### src/rtl/xgs_hispi_line_tx.sv
// HiSPi Packetized-SP line transmitter: frames parallel pixel beats into per-lane sync/data/blank words.
// Optional per-line XOR check word after the end sync is enabled with XGS_HISPI_TX_CRC_EN.
module xgs_hispi_line_tx #(
  parameter int                    NUMBER_OF_LANE = 6,
  parameter int                    LANE_WIDTH     = 12,
  parameter logic [LANE_WIDTH-1:0] IDLE_CODE      = LANE_WIDTH'(12'h3A6)
) (
  input  logic                                 sclk,
  input  logic                                 sclk_reset,
  input  logic                                 cmd_start,
  input  logic [11:0]                          cfg_lines,
  input  logic [9:0]                           cfg_words,
  input  logic [7:0]                           cfg_hblank,
  input  logic [NUMBER_OF_LANE*LANE_WIDTH-1:0] pix_data,
  input  logic                                 pix_valid,
  output logic                                 pix_ready,
  output logic [NUMBER_OF_LANE*LANE_WIDTH-1:0] lane_data,
  output logic                                 busy,
  output logic                                 frame_done,
  output logic                                 underrun,
  output logic [2:0]                           dbg_state
);
  localparam int BW = NUMBER_OF_LANE * LANE_WIDTH;
  localparam logic [LANE_WIDTH-1:0] C_FFF = LANE_WIDTH'(12'hFFF);
  localparam logic [LANE_WIDTH-1:0] C_SOF = LANE_WIDTH'(12'hC00);
  localparam logic [LANE_WIDTH-1:0] C_SOL = LANE_WIDTH'(12'h800);
  localparam logic [LANE_WIDTH-1:0] C_EOF = LANE_WIDTH'(12'hE00);
  localparam logic [LANE_WIDTH-1:0] C_EOL = LANE_WIDTH'(12'hA00);

  typedef enum logic [2:0] {
    S_IDLE, S_SYNC_S, S_DATA, S_SYNC_E,
`ifdef XGS_HISPI_TX_CRC_EN
    S_CRC,
`endif
    S_BLANK, S_DONE
  } state_t;

  state_t          r_state, w_state_nxt, w_end_state;
  logic [1:0]      r_sidx, w_sidx_nxt;
  logic [9:0]      r_cnt, w_cnt_nxt;
  logic [11:0]     r_line, w_line_nxt, w_end_line;
  logic [11:0]     r_lines;
  logic [9:0]      r_words;
  logic [7:0]      r_hblank;
  logic [BW-1:0]   r_lane, w_lane_nxt;
  logic [LANE_WIDTH-1:0] w_word;
  logic            r_busy, r_done, r_under;
  logic            w_last, w_line_end, w_use_pix, w_accept;
  logic            w_busy_nxt, w_done_nxt, w_under_set;
`ifdef XGS_HISPI_TX_CRC_EN
  logic [BW-1:0]   r_crc;
  logic            w_crc_clr, w_crc_acc, w_use_crc;
`endif

  function automatic logic [LANE_WIDTH-1:0] f_sync(input logic [1:0] idx,
                                                   input logic [LANE_WIDTH-1:0] code);
    case (idx)
      2'd0:    return C_FFF;
      2'd3:    return code;
      default: return '0;
    endcase
  endfunction

  // The state register leads lane_data by one cycle: each state decides the word
  // registered onto the lanes at the next edge.
  // pix_data is consumed on a cycle where pix_ready && pix_valid; pix_ready depends only on state.
  assign w_last      = (r_line == r_lines - 12'd1);
  assign w_end_state = w_last ? S_DONE : ((r_hblank == 8'd0) ? S_SYNC_S : S_BLANK);
  assign w_end_line  = (!w_last && r_hblank == 8'd0) ? r_line + 12'd1 : r_line;

  always_comb begin
    w_state_nxt = r_state;
    w_sidx_nxt  = r_sidx;
    w_cnt_nxt   = r_cnt;
    w_line_nxt  = r_line;
    w_word      = IDLE_CODE;
    w_use_pix   = 1'b0;
    w_accept    = 1'b0;
    w_line_end  = 1'b0;
    w_busy_nxt  = r_busy;
    w_done_nxt  = 1'b0;
    w_under_set = 1'b0;
    pix_ready   = 1'b0;
`ifdef XGS_HISPI_TX_CRC_EN
    w_crc_clr   = 1'b0;
    w_crc_acc   = 1'b0;
    w_use_crc   = 1'b0;
`endif
    case (r_state)
      S_IDLE: begin
        if (cmd_start && cfg_lines != 12'd0 && cfg_words != 10'd0) begin
          w_accept    = 1'b1;
          w_word      = C_FFF;
          w_state_nxt = S_SYNC_S;
          w_sidx_nxt  = 2'd1;
          w_cnt_nxt   = '0;
          w_line_nxt  = '0;
          w_busy_nxt  = 1'b1;
        end
      end
      S_SYNC_S: begin
`ifdef XGS_HISPI_TX_CRC_EN
        w_crc_clr  = 1'b1;
`endif
        w_word     = f_sync(r_sidx, (r_line == 12'd0) ? C_SOF : C_SOL);
        w_sidx_nxt = r_sidx + 2'd1;
        if (r_sidx == 2'd3) begin
          w_state_nxt = S_DATA;
          w_cnt_nxt   = '0;
        end
      end
      S_DATA: begin
        pix_ready = 1'b1;
        if (pix_valid) begin
          w_use_pix = 1'b1;
`ifdef XGS_HISPI_TX_CRC_EN
          w_crc_acc = 1'b1;
`endif
          if (r_cnt == r_words - 10'd1) begin
            w_state_nxt = S_SYNC_E;
            w_sidx_nxt  = 2'd0;
            w_cnt_nxt   = '0;
          end else begin
            w_cnt_nxt = r_cnt + 10'd1;
          end
        end else begin
          w_under_set = 1'b1;
        end
      end
      S_SYNC_E: begin
        w_word     = f_sync(r_sidx, w_last ? C_EOF : C_EOL);
        w_sidx_nxt = r_sidx + 2'd1;
        if (r_sidx == 2'd3) begin
`ifdef XGS_HISPI_TX_CRC_EN
          w_state_nxt = S_CRC;
`else
          w_line_end  = 1'b1;
`endif
        end
      end
`ifdef XGS_HISPI_TX_CRC_EN
      S_CRC: begin
        w_use_crc  = 1'b1;
        w_line_end = 1'b1;
      end
`endif
      S_BLANK: begin
        if (r_cnt == 10'(r_hblank) - 10'd1) begin
          w_state_nxt = S_SYNC_S;
          w_sidx_nxt  = 2'd0;
          w_cnt_nxt   = '0;
          w_line_nxt  = r_line + 12'd1;
        end else begin
          w_cnt_nxt = r_cnt + 10'd1;
        end
      end
      S_DONE: begin
        w_done_nxt  = 1'b1;
        w_busy_nxt  = 1'b0;
        w_state_nxt = S_IDLE;
      end
      default: w_state_nxt = S_IDLE;
    endcase

    if (w_line_end) begin
      w_state_nxt = w_end_state;
      w_line_nxt  = w_end_line;
      w_sidx_nxt  = 2'd0;
      w_cnt_nxt   = '0;
    end

    w_lane_nxt = {NUMBER_OF_LANE{w_word}};
    if (w_use_pix) w_lane_nxt = pix_data;
`ifdef XGS_HISPI_TX_CRC_EN
    if (w_use_crc) w_lane_nxt = r_crc;
`endif
  end

  always_ff @(posedge sclk) begin
    if (sclk_reset) begin
      r_state  <= S_IDLE;
      r_sidx   <= '0;
      r_cnt    <= '0;
      r_line   <= '0;
      r_lines  <= '0;
      r_words  <= '0;
      r_hblank <= '0;
      r_lane   <= {NUMBER_OF_LANE{IDLE_CODE}};
      r_busy   <= 1'b0;
      r_done   <= 1'b0;
      r_under  <= 1'b0;
    end else begin
      r_state <= w_state_nxt;
      r_sidx  <= w_sidx_nxt;
      r_cnt   <= w_cnt_nxt;
      r_line  <= w_line_nxt;
      r_lane  <= w_lane_nxt;
      r_busy  <= w_busy_nxt;
      r_done  <= w_done_nxt;
      if (w_accept) begin
        r_lines  <= cfg_lines;
        r_words  <= cfg_words;
        r_hblank <= cfg_hblank;
        r_under  <= 1'b0;
      end else if (w_under_set) begin
        r_under <= 1'b1;
      end
    end
  end

`ifdef XGS_HISPI_TX_CRC_EN
  // Stalled beats never reach w_crc_acc, so underrun idles stay out of the check word.
  always_ff @(posedge sclk) begin
    if (sclk_reset || w_crc_clr) r_crc <= '0;
    else if (w_crc_acc)          r_crc <= r_crc ^ pix_data;
  end
`endif

  assign lane_data  = r_lane;
  assign busy       = r_busy;
  assign frame_done = r_done;
  assign underrun   = r_under;
  assign dbg_state  = r_state;
endmodule

### config.mk
export PLATFORM = sky130hd
export DESIGN_NAME = xgs_hispi_line_tx
export DESIGN_NICKNAME = d
export VERILOG_FILES = /design/src/rtl/xgs_hispi_line_tx.sv
export SDC_FILE = /design/constraint.sdc
export NUM_CORES = 1
export LEC_CHECK = 0
export CAP_MARGIN = 15
export CORE_MARGIN = 8
export CORE_UTILIZATION = 38
export DETAILED_ROUTE_END_ITERATION = 8
export PLACE_DENSITY = 0.65
export SYNTH_ARGS = -nofsm -noshare
export SYNTH_HDL_FRONTEND = slang
export SYNTH_SLANG_ARGS = --single-unit
### constraint.sdc
create_clock -name sclk -period 6 [get_ports sclk]
set_clock_uncertainty 0.15 [all_clocks]
set_input_delay 0.9 -clock sclk [delete_from_list [all_inputs] [get_ports sclk]]
set_output_delay 0.9 -clock sclk [all_outputs]
set_load 0.02 [all_outputs]
# ---- Word level (Yosys, flattened, before mapping)
# Index checks and enable logic that the tools add are counted.
dict set report word_totals {
  out_inout_bits 79
  register_bits 132
  word_cells 104
}
dict set report op_classes {
  n_addsub 6
  reduce_logical 22
  muxes 44
  n_eq_ne 21
}
# cell count
set ops {}
lappend ops {{two-way mux 72 bit} 1}
lappend ops {{one-hot mux 12 bit (2 select lines)} 3}
lappend ops {{two-way mux 12 bit} 5}
lappend ops {{two-way mux 10 bit} 5}
lappend ops {{one-hot mux 10 bit (4 select lines)} 1}
lappend ops {{one-hot mux 12 bit (3 select lines)} 1}
lappend ops {{two-way mux 3 bit} 8}
lappend ops {{two-way mux 11 bit} 2}
lappend ops {{equality test 10 bit} 2}
lappend ops {{!= test 3 bit, second input constant} 5}
lappend ops {{one-hot mux 3 bit (5 select lines)} 1}
lappend ops {{adder 12 x 1 -> 12 bit, second input constant} 1}
lappend ops {{equality test 12 bit} 1}
lappend ops {{zero test 12 bit} 1}
lappend ops {{!= test 2 bit, second input constant} 6}
lappend ops {{nonzero test 12 bit} 1}
lappend ops {{subtractor 12 x 1 -> 12 bit, second input constant} 1}
lappend ops {{two-way mux 1 bit} 11}
lappend ops {{adder 10 x 1 -> 10 bit, second input constant} 1}
lappend ops {{nonzero test 10 bit} 1}
lappend ops {{subtractor 10 x 1 -> 10 bit, second input constant} 1}
lappend ops {{subtractor 8 x 1 -> 9 bit, second input constant} 1}
lappend ops {{zero test 8 bit} 1}
lappend ops {{two-way mux 2 bit} 4}
lappend ops {{other kinds (20)} 28}

# ---- Logic depth before layout (Yosys ltp)
# Gate-level depths: netlist of run 1.
dict set report depth {
  ltp_word 6
  mapped_depth 13
  ltp_nobuf 10
}

# ---- Least setup slack after synthesis of run 1
# Ideal clock, no wire load.
dict set report synth_timing {
  path_type {register to register}
  start {register r_hblank[0]}
  end {register r_line[8]}
  setup_slack_ns 3.169
  setup_time_ns 0.070
  arrival_time_ns 2.610
  path_stages_with_launch 12
  required_ns 5.780
  cell_sequence {dfxtp_1 inv_1 ha_1 nor3b_4 a211o_1 a2111oi_2 o211a_1 o211a_1 a31oi_1 buf_6 or4b_1 a21oi_1}
}
dict set report synth_between {
  elab_chain_len 4
}
# element line_no
set synth_rtl {}
lappend synth_rtl {{start: declaration} 44} ;# logic [7:0] r_hblank;
lappend synth_rtl {{start signal: assignment} 203} ;# r_hblank <= cfg_hblank;
lappend synth_rtl {{subtractor 8 x 1 -> 9 bit / zero test 8 bit (equally long branches)} {148, 69}}
lappend synth_rtl {{equality test 10 bit / logical AND 1 bit (equally long branches)} {148, 69}}
lappend synth_rtl {{!= test 3 bit (no source line) / != test 2 x 1 -> 1 bit (equally long branches)} n/a}
lappend synth_rtl {{AND reduction 4 bit (no source line) (*)} n/a}
lappend synth_rtl {{end signal: assignment} 196} ;# r_line <= w_line_nxt;
lappend synth_rtl {{end: declaration} 41} ;# logic [11:0] r_line, w_line_nxt, w_end_line;
# Every way passes the cells marked *; elsewhere a longest branch is shown, timed or not.
# A chain may end at the register's enable or synchronous reset.

# ---- Worst setup path after layout of run 1
dict set report layout_timing {
  start {input cfg_lines[2]}
  end {register r_lane[11], in the netlist lane_data[11]}
}
dict set report layout_between {
  elab_chain_len 6
}
# element line_no
set layout_rtl {}
lappend layout_rtl {{start: declaration} 11} ;# input logic [11:0] cfg_lines,
lappend layout_rtl {{nonzero test 12 bit} 91} ;# if (cmd_start && cfg_lines != 12'd0 && cfg_words != 10'd0) begin
lappend layout_rtl {{logical AND 1 bit (2 in series)} 91}
lappend layout_rtl {{two-way mux 12 bit} 91}
lappend layout_rtl {{one-hot mux 12 bit (3 select lines)} 89} ;# case (r_state)
lappend layout_rtl {{two-way mux 72 bit} 173} ;# if (w_use_pix) w_lane_nxt = pix_data;
lappend layout_rtl {{end signal: assignment} 188} ;# r_lane <= {NUMBER_OF_LANE{IDLE_CODE}};
lappend layout_rtl {{end signal: assignment} 197} ;# r_lane <= w_lane_nxt;
lappend layout_rtl {{end: declaration} 45} ;# logic [BW-1:0] r_lane, w_lane_nxt;
# Every way passes these cells.

==> summary.txt, run 1 <==
Cells and area
  – FILL cells: 1,403
  – Util after Layout: 55.5%
  – Share of post-route cells with drive strength above 1: 5.19%
  – Nets@finish: 1,027
  – Final Cell Area: 0.00844 mm2
  – Area grow syn2layout: 42.5%
  – Non-filler cells, final: 1,112
  – ANT cells: 0

Global routing
  – Grt met2 use: 28.7%
  – Largest net degree at the start of global routing: 67
  – Top Usage Layer GRT: met2
  – M1 GR Usage: 24.2%
  – Global-route wire length before repair: 28,900 um
  – GR Util All Layers: 18.3%
  – Remaining Overflow, GRT: 0
  – Initial antenna violation count: 0
  – Number of global-route vias before repair: 5,300
  – M3 GR Usage: 4.79%

Routing
  – Total number of vias: 5,704
  – Iter 0 DRT Violations: 296
  – Antenna viol nets, final: 0
  – Detailed Route WL: 18,500 um
  – First-pass detailed-route iteration total: 4
  – Drt wl/cell: 16.7 um
  – Vias per cell: 5.13
  – # DRC: 0

Die
  – Initial Util: 39.0%
  – Core footprint: 0.0152 mm2
  – FP Rows: 45
  – Full die area: 0.0198 mm2
  – Die Wd: 141 um
  – # IOs: 185
  – Die H: 141 um

Synth
  – Fraction of registers with async set/reset: 0%
  – Post-synthesis sequential element count: 132
  – Avg Cell Area, Syn: 7.92 um2
  – Most used flip-flop cell after synthesis: dfxtp_1
  – Post-synth design cell area: 0.00592 mm2
  – Register area share after synthesis: 44.6%
  – Cell count after synthesis: 748
  – Syn nets: 864
  – EDFF count, synth: 0
  – Distinct cells, synth: 58
  – Synth warnings: 0

Setup path
  – Reg2Reg Setup Slack: 2760 ps
  – CP max FO: 31
  – Crit. End Element: flip-flop
  – WS Path Type: in2reg
  – Worst flop-to-flop path startpoint: r_hblank[0]
  – Worst EP required: 6140 ps
  – CP endpoint: lane_data[11]
  – Crit path launch type: primary input
  – Worst R2R Path Depth: 11
  – Crit path DAT: 3930 ps
  – Critical path origin: cfg_lines[2]
  – Critical R2R Capture: r_line[10]

Timing
  – Slew Limit Fails: 0
  – Worst-Margin Slew: 1110 ps
  – Hold Fails Final Rpt: 0
  – Max Clk Rate: 264 MHz
  – Final period util: 63.2%
  – Final setup viols: 0
  – Setup_tns: 0 ps
  – Unrepaired setup endpoints after global routing: false
  – Worst slew margin: 26.2%
  – Fin crit period: 3790 ps

Clock tree
  – H-tree levels: 4
  – Setup Buffers After CTS: 0
  – # resized after CTS: 0
  – Insertion delay to the later sink of the worst-skew pair: 420 ps
  – CTS tree: done
  – Inserted Clock Buffers: 17
  – Root Buffer: clkbuf_16
  – CTS sink cnt: 132
  – Clock-pin slew on the worst setup and hold paths: 60 ps
  – Hold-fix buffers, CTS: 0
  – Worst-case clock buffer depth: 2

Placed design
  – DP Area: 0.00786 mm2
  – Dpl cells: 1,080
  – Gp weighted congestion: 0.867
  – Dpl hpwl: 13,900 um
  – PortBufs: 184

Pwr
  – Max VDD drop: 0.192 mV
  – Leakage power: 3.06 nW
  – Pwr per Cell Area: 280 mW/mm2

Worst hold path
  – Type of the tightest min-delay check: reg2reg

Job
  – Max-cap violations: 0

Outcome
  – Status: finished, final reports clean
==> layout by cell type (no fill, tap or decap), types with 4 or more instances in the layout <==
cell	Yosys	routed
and3_1	12	11
nor4_1	8	7
nor3_1	17	17
o31ai_1	8	8
xnor2_1	24	24
inv_1	23	23
ha_1	10	10
and2_1	4	4
clkbuf_16	0	17
nand2_1	186	186
dfxtp_1	132	132
a31oi_1	4	4
buf_4	0	5
a21oi_1	93	91
xor2_1	14	14
nand2b_1	5	5
nand3_1	19	19
o32ai_1	4	4
nor2_1	36	36
o21ai_0	23	23
clkdlybuf4s50_1	0	183
a211oi_1	6	6
clkinvlp_4	0	5
inv_6	0	4
nor4b_1	4	4
nand4_1	7	7
or3_1	10	10
==> how the worst min path moves through the flow <==
stage                 from           to  slack, ps  depth (start not counted)
2_1_floorplan  r_lines[11]  r_lines[11]        300                          2
3_3_place_gp      underrun     underrun        300                          1
3_5_place_dp      underrun     underrun        310                          1
4_1_cts           underrun     underrun        320                          1
5_1_grt          r_sidx[0]    r_sidx[0]        360                          2
6_report          underrun     underrun        320                          1
==> cell type report <==
type	count	area, um2	share of cell area, %
timing repair buffer	189	1870	22.2
tap	188	235	2.79
clock buffer	18	429	5.08
clock inverter	14	151	1.79
inverter	23	86.3	1.02
sequential	132	2640	31.3
multi-input combinational	548	3020	35.8
==> where the power goes <==
group,total [mW],switching (mW),internal (mW)
registers,0.959,0.0323,0.927
logic,0.385,0.193,0.192
clock network,1.02,0.406,0.615
total,2.36,0.631,1.73
==> through the flow <==
step / setup WS (ps) / hold WS (ps) / power (mW)
final: 2210 / 318 / 2.36
after global routing: 1890 / 358 / 2.46
after CTS: 2240 / 322 / 2.39
after detailed placement: 1800 / 308 / 1.36
after global placement: 1850 / 300 / 1.36
after floorplan: 3170 / 298 / 1.18
==> cell usage after synthesis, types with 3 or more instances <==
master     instances  area [um2]
a211o_1            3        26.3
a211oi_1           6        45.0
a21boi_0           3        22.5
a21oi_1           93         465
a31oi_1            4        25.0
and2_1             4        25.0
and3_1            12        75.1
and4_1             3        26.3
clkbuf_1          42         158
dfxtp_1          132        2640
ha_1              10         125
inv_1             23        86.3
nand2_1          186         698
nand2b_1           5        31.3
nand3_1           19        95.1
nand4_1            7        43.8
nor2_1            36         135
nor2b_1            3        18.8
nor3_1            17        85.1
nor4_1             8        50.1
nor4b_1            4        35.0
o211ai_1           3        22.5
o21a_1             3        22.5
o21ai_0           23         115
o2bb2ai_1          3        26.3
o31ai_1            8        60.1
o32ai_1            4        35.0
or3_1             10        62.6
or4_1              3        22.5
xnor2_1           24         210
xor2_1            14         123
==> layer usage <==
layer	up-vias	share of wire (%)	wire length (um)
met5	-	0	0
met4	0	1.2	230
met3	20	7.4	1360
met2	215	45	8290
met1	2569	47	8640
li1	2900	-	-
==> registers in the layout, summed over array words and instances, names as in the netlist <==
register    flops
r_lines        12
lane_data      72
r_words        10
r_sidx          2
frame_done      1
dbg_state       3
underrun        1
r_cnt          10
r_line         12
busy            1
r_hblank        8
==> cell families (layout without fill, tap and decap cells) <==
family          count (synthesis)  in the layout  synth area share (%)
simple gates                  329            329                  25.8
mux                             1              1                 0.169
flops                         132            132                  44.6
buf+inv                        68            244                  4.58
xor+xnor                       38             38                  5.62
fa+ha+maj                      10             10                  2.11
compound gates                170            170                  17.1
==> critical path: stages <==
cell	delay, ps
clkdlybuf4s50_1	430
nor4_1	430
nand3_1	160
nand3_1	230
nor3_1	130
nand2_1	820
o21ai_0	520
a21oi_1	260
nor2_1	50
Power figures use the tool's default switching activity.
==> run 2: changes to the inputs <==
==> constraint.sdc (replaced) <==
create_clock -name sclk -period 3.94 [get_ports sclk]
set_clock_uncertainty 0.15 [all_clocks]
set_input_delay 0.591 -clock sclk [delete_from_list [all_inputs] [get_ports sclk]]
set_output_delay 0.591 -clock sclk [all_outputs]
set_load 0.02 [all_outputs]
==> run 2 against run 1 <==
Net effect: sequential power rose by 52%; routed wire length is 1.6% lower; clock power up 59%; via count rose by 0.42%; core utilization increased by 0.38 points; highest routed layer unchanged; die area unchanged; combinational power up 52%; design area increased by 0.68%; power is 55% higher; largest power group unchanged; clock-buffer cell count grew 1; critical endpoint is now r_line[11]; cell count is 0.27% higher; register-to-register slack worse by 2000 ps.
==> summary.txt, run 2 (synthesis gave the netlist of run 1 again) <==
Placed design
  – Gp weighted congestion: 0.853
  – DP Area: 0.00789 mm2
  – PortBufs: 184
  – Dpl hpwl: 13,800 um

Timing
  – Final setup viols: 0
  – Max Clk Rate: 318 MHz
  – Setup_tns: 0 ps
  – Unrepaired setup endpoints after global routing: false
  – Worst-Margin Slew: 886 ps
  – Slew Limit Fails: 0
  – Hold Fails Final Rpt: 0
  – Worst slew margin: 40.3%
  – Fin crit period: 3140 ps
  – Final period util: 79.7%

Pwr
  – Leakage power: 3.10 nW
  – Max VDD drop: 0.287 mV
  – Tot Pwr: 3.67 mW
  – Pwr per Cell Area: 432 mW/mm2

Worst hold path
  – Type of the tightest min-delay check: reg2reg

Routing
  – Total number of vias: 5,728
  – Drt wl/cell: 16.3 um
  – Antenna viol nets, final: 0
  – First-pass detailed-route iteration total: 4
  – Detailed Route WL: 18,200 um
  – Vias per cell: 5.14
  – # DRC: 0
  – Iter 0 DRT Violations: 294

Die
  – Die Wd: 141 um
  – Full die area: 0.0198 mm2
  – FP Rows: 45
  – Core footprint: 0.0152 mm2
  – Die H: 141 um
  – # IOs: 185
  – Initial Util: 39.0%

Clock tree
  – Setup Buffers After CTS: 0
  – Inserted Clock Buffers: 17
  – Insertion delay to the later sink of the worst-skew pair: 420 ps
  – H-tree levels: 4
  – Hold-fix buffers, CTS: 0
  – # resized after CTS: 0
  – Root Buffer: clkbuf_16
  – Clock-pin slew on the worst setup and hold paths: 60 ps
  – CTS sink cnt: 132
  – CTS tree: done
  – Worst-case clock buffer depth: 2

Setup path
  – Crit path DAT: 3330 ps
  – Crit. End Element: flip-flop
  – Crit path launch type: flip-flop
  – WS Path Type: reg2reg
  – Worst EP required: 4130 ps
  – CP max FO: 21

Cells and area
  – FILL cells: 1,436
  – Nets@finish: 1,031
  – Commonest non-fill, non-tap cell in the layout: nand2_1
  – Max reg flops: 72
  – Reg area: 0.00264 mm2
  – Share of post-route cells with drive strength above 1: 5.61%
  – ANT cells: 0
  – Final Cell Area: 0.00850 mm2
  – Area of the multi-input gates: 0.00302 mm2
  – Area grow syn2layout: 43.5%
  – Most frequent cells in the layout: nand2_1, clkdlybuf4s50_1, dfxtp_1

Outcome
  – Status: finished, final reports clean

Global routing
  – Remaining Overflow, GRT: 0
  – GR Util All Layers: 18.4%
  – Global-route wire length before repair: 29,200 um
  – Largest net degree at the start of global routing: 47
  – Number of global-route vias before repair: 5,363
  – Initial antenna violation count: 0

Job
  – Max-cap violations: 0
-- run 2: metrics by stage --
step                std cells  worst slack (ps)  hold slack, ps  util (%)
floorplan                 748              1110             298         -
global placement         1084               826             298      51.9
detailed placement       1084               764             311      51.9
CTS                      1115               778             325      55.9
global route             1115               500             361      55.9
finish                   1115               799             324      55.9
-- run 2: routing by layer --
metal | global-route usage [%] | vias up | share of wire, % | wire [um]
met5 | 0 | - | 0 | 0
met4 | 5.15 | 0 | 1.0 | 182
met3 | 5.23 | 17 | 8.2 | 1500
met2 | 28.3 | 204 | 44 | 8050
met1 | 24.6 | 2596 | 47 | 8490
li1 | - | 2911 | - | -
-- run 2: path summary, 6_finish.rpt --
| path | slack, ps | startpoint | to | cells past startpoint |
|---|---|---|---|---|
| max | 800 | r_lines[0] | r_line[11] | 11 |
| min | 320 | underrun | underrun | 1 |
| max reg2reg | 800 | r_lines[0] | r_line[11] | 11 |
| min reg2reg | 320 | underrun | underrun | 1 |
-- run 2: where the power goes --
part	switching [mW]	total [mW]	internal (mW)
sequential	0.0470	1.46	1.41
combinational	0.291	0.587	0.296
clock	0.599	1.62	1.02
total	0.938	3.67	2.73
-- run 2: final cells by class --
cell class | instances | area share (%)
clock inverter | 12 | 1.83
sequential | 132 | 31.1
timing repair buffer | 193 | 22.4
clock buffer | 19 | 5.33
tap | 188 | 2.77
multi-input combinational | 548 | 35.6
inverter | 23 | 1.02
-- run 2: critical path, stage by stage (launching register included) --
cell and delay, ps:
dfxtp_1 390, inv_1 90, ha_1 290, nor4b_1 450
a21oi_1 160, a211oi_1 280, o31ai_1 130, nand4_1 150
a31oi_1 100, buf_4 210, or4_1 500, a21boi_0 170
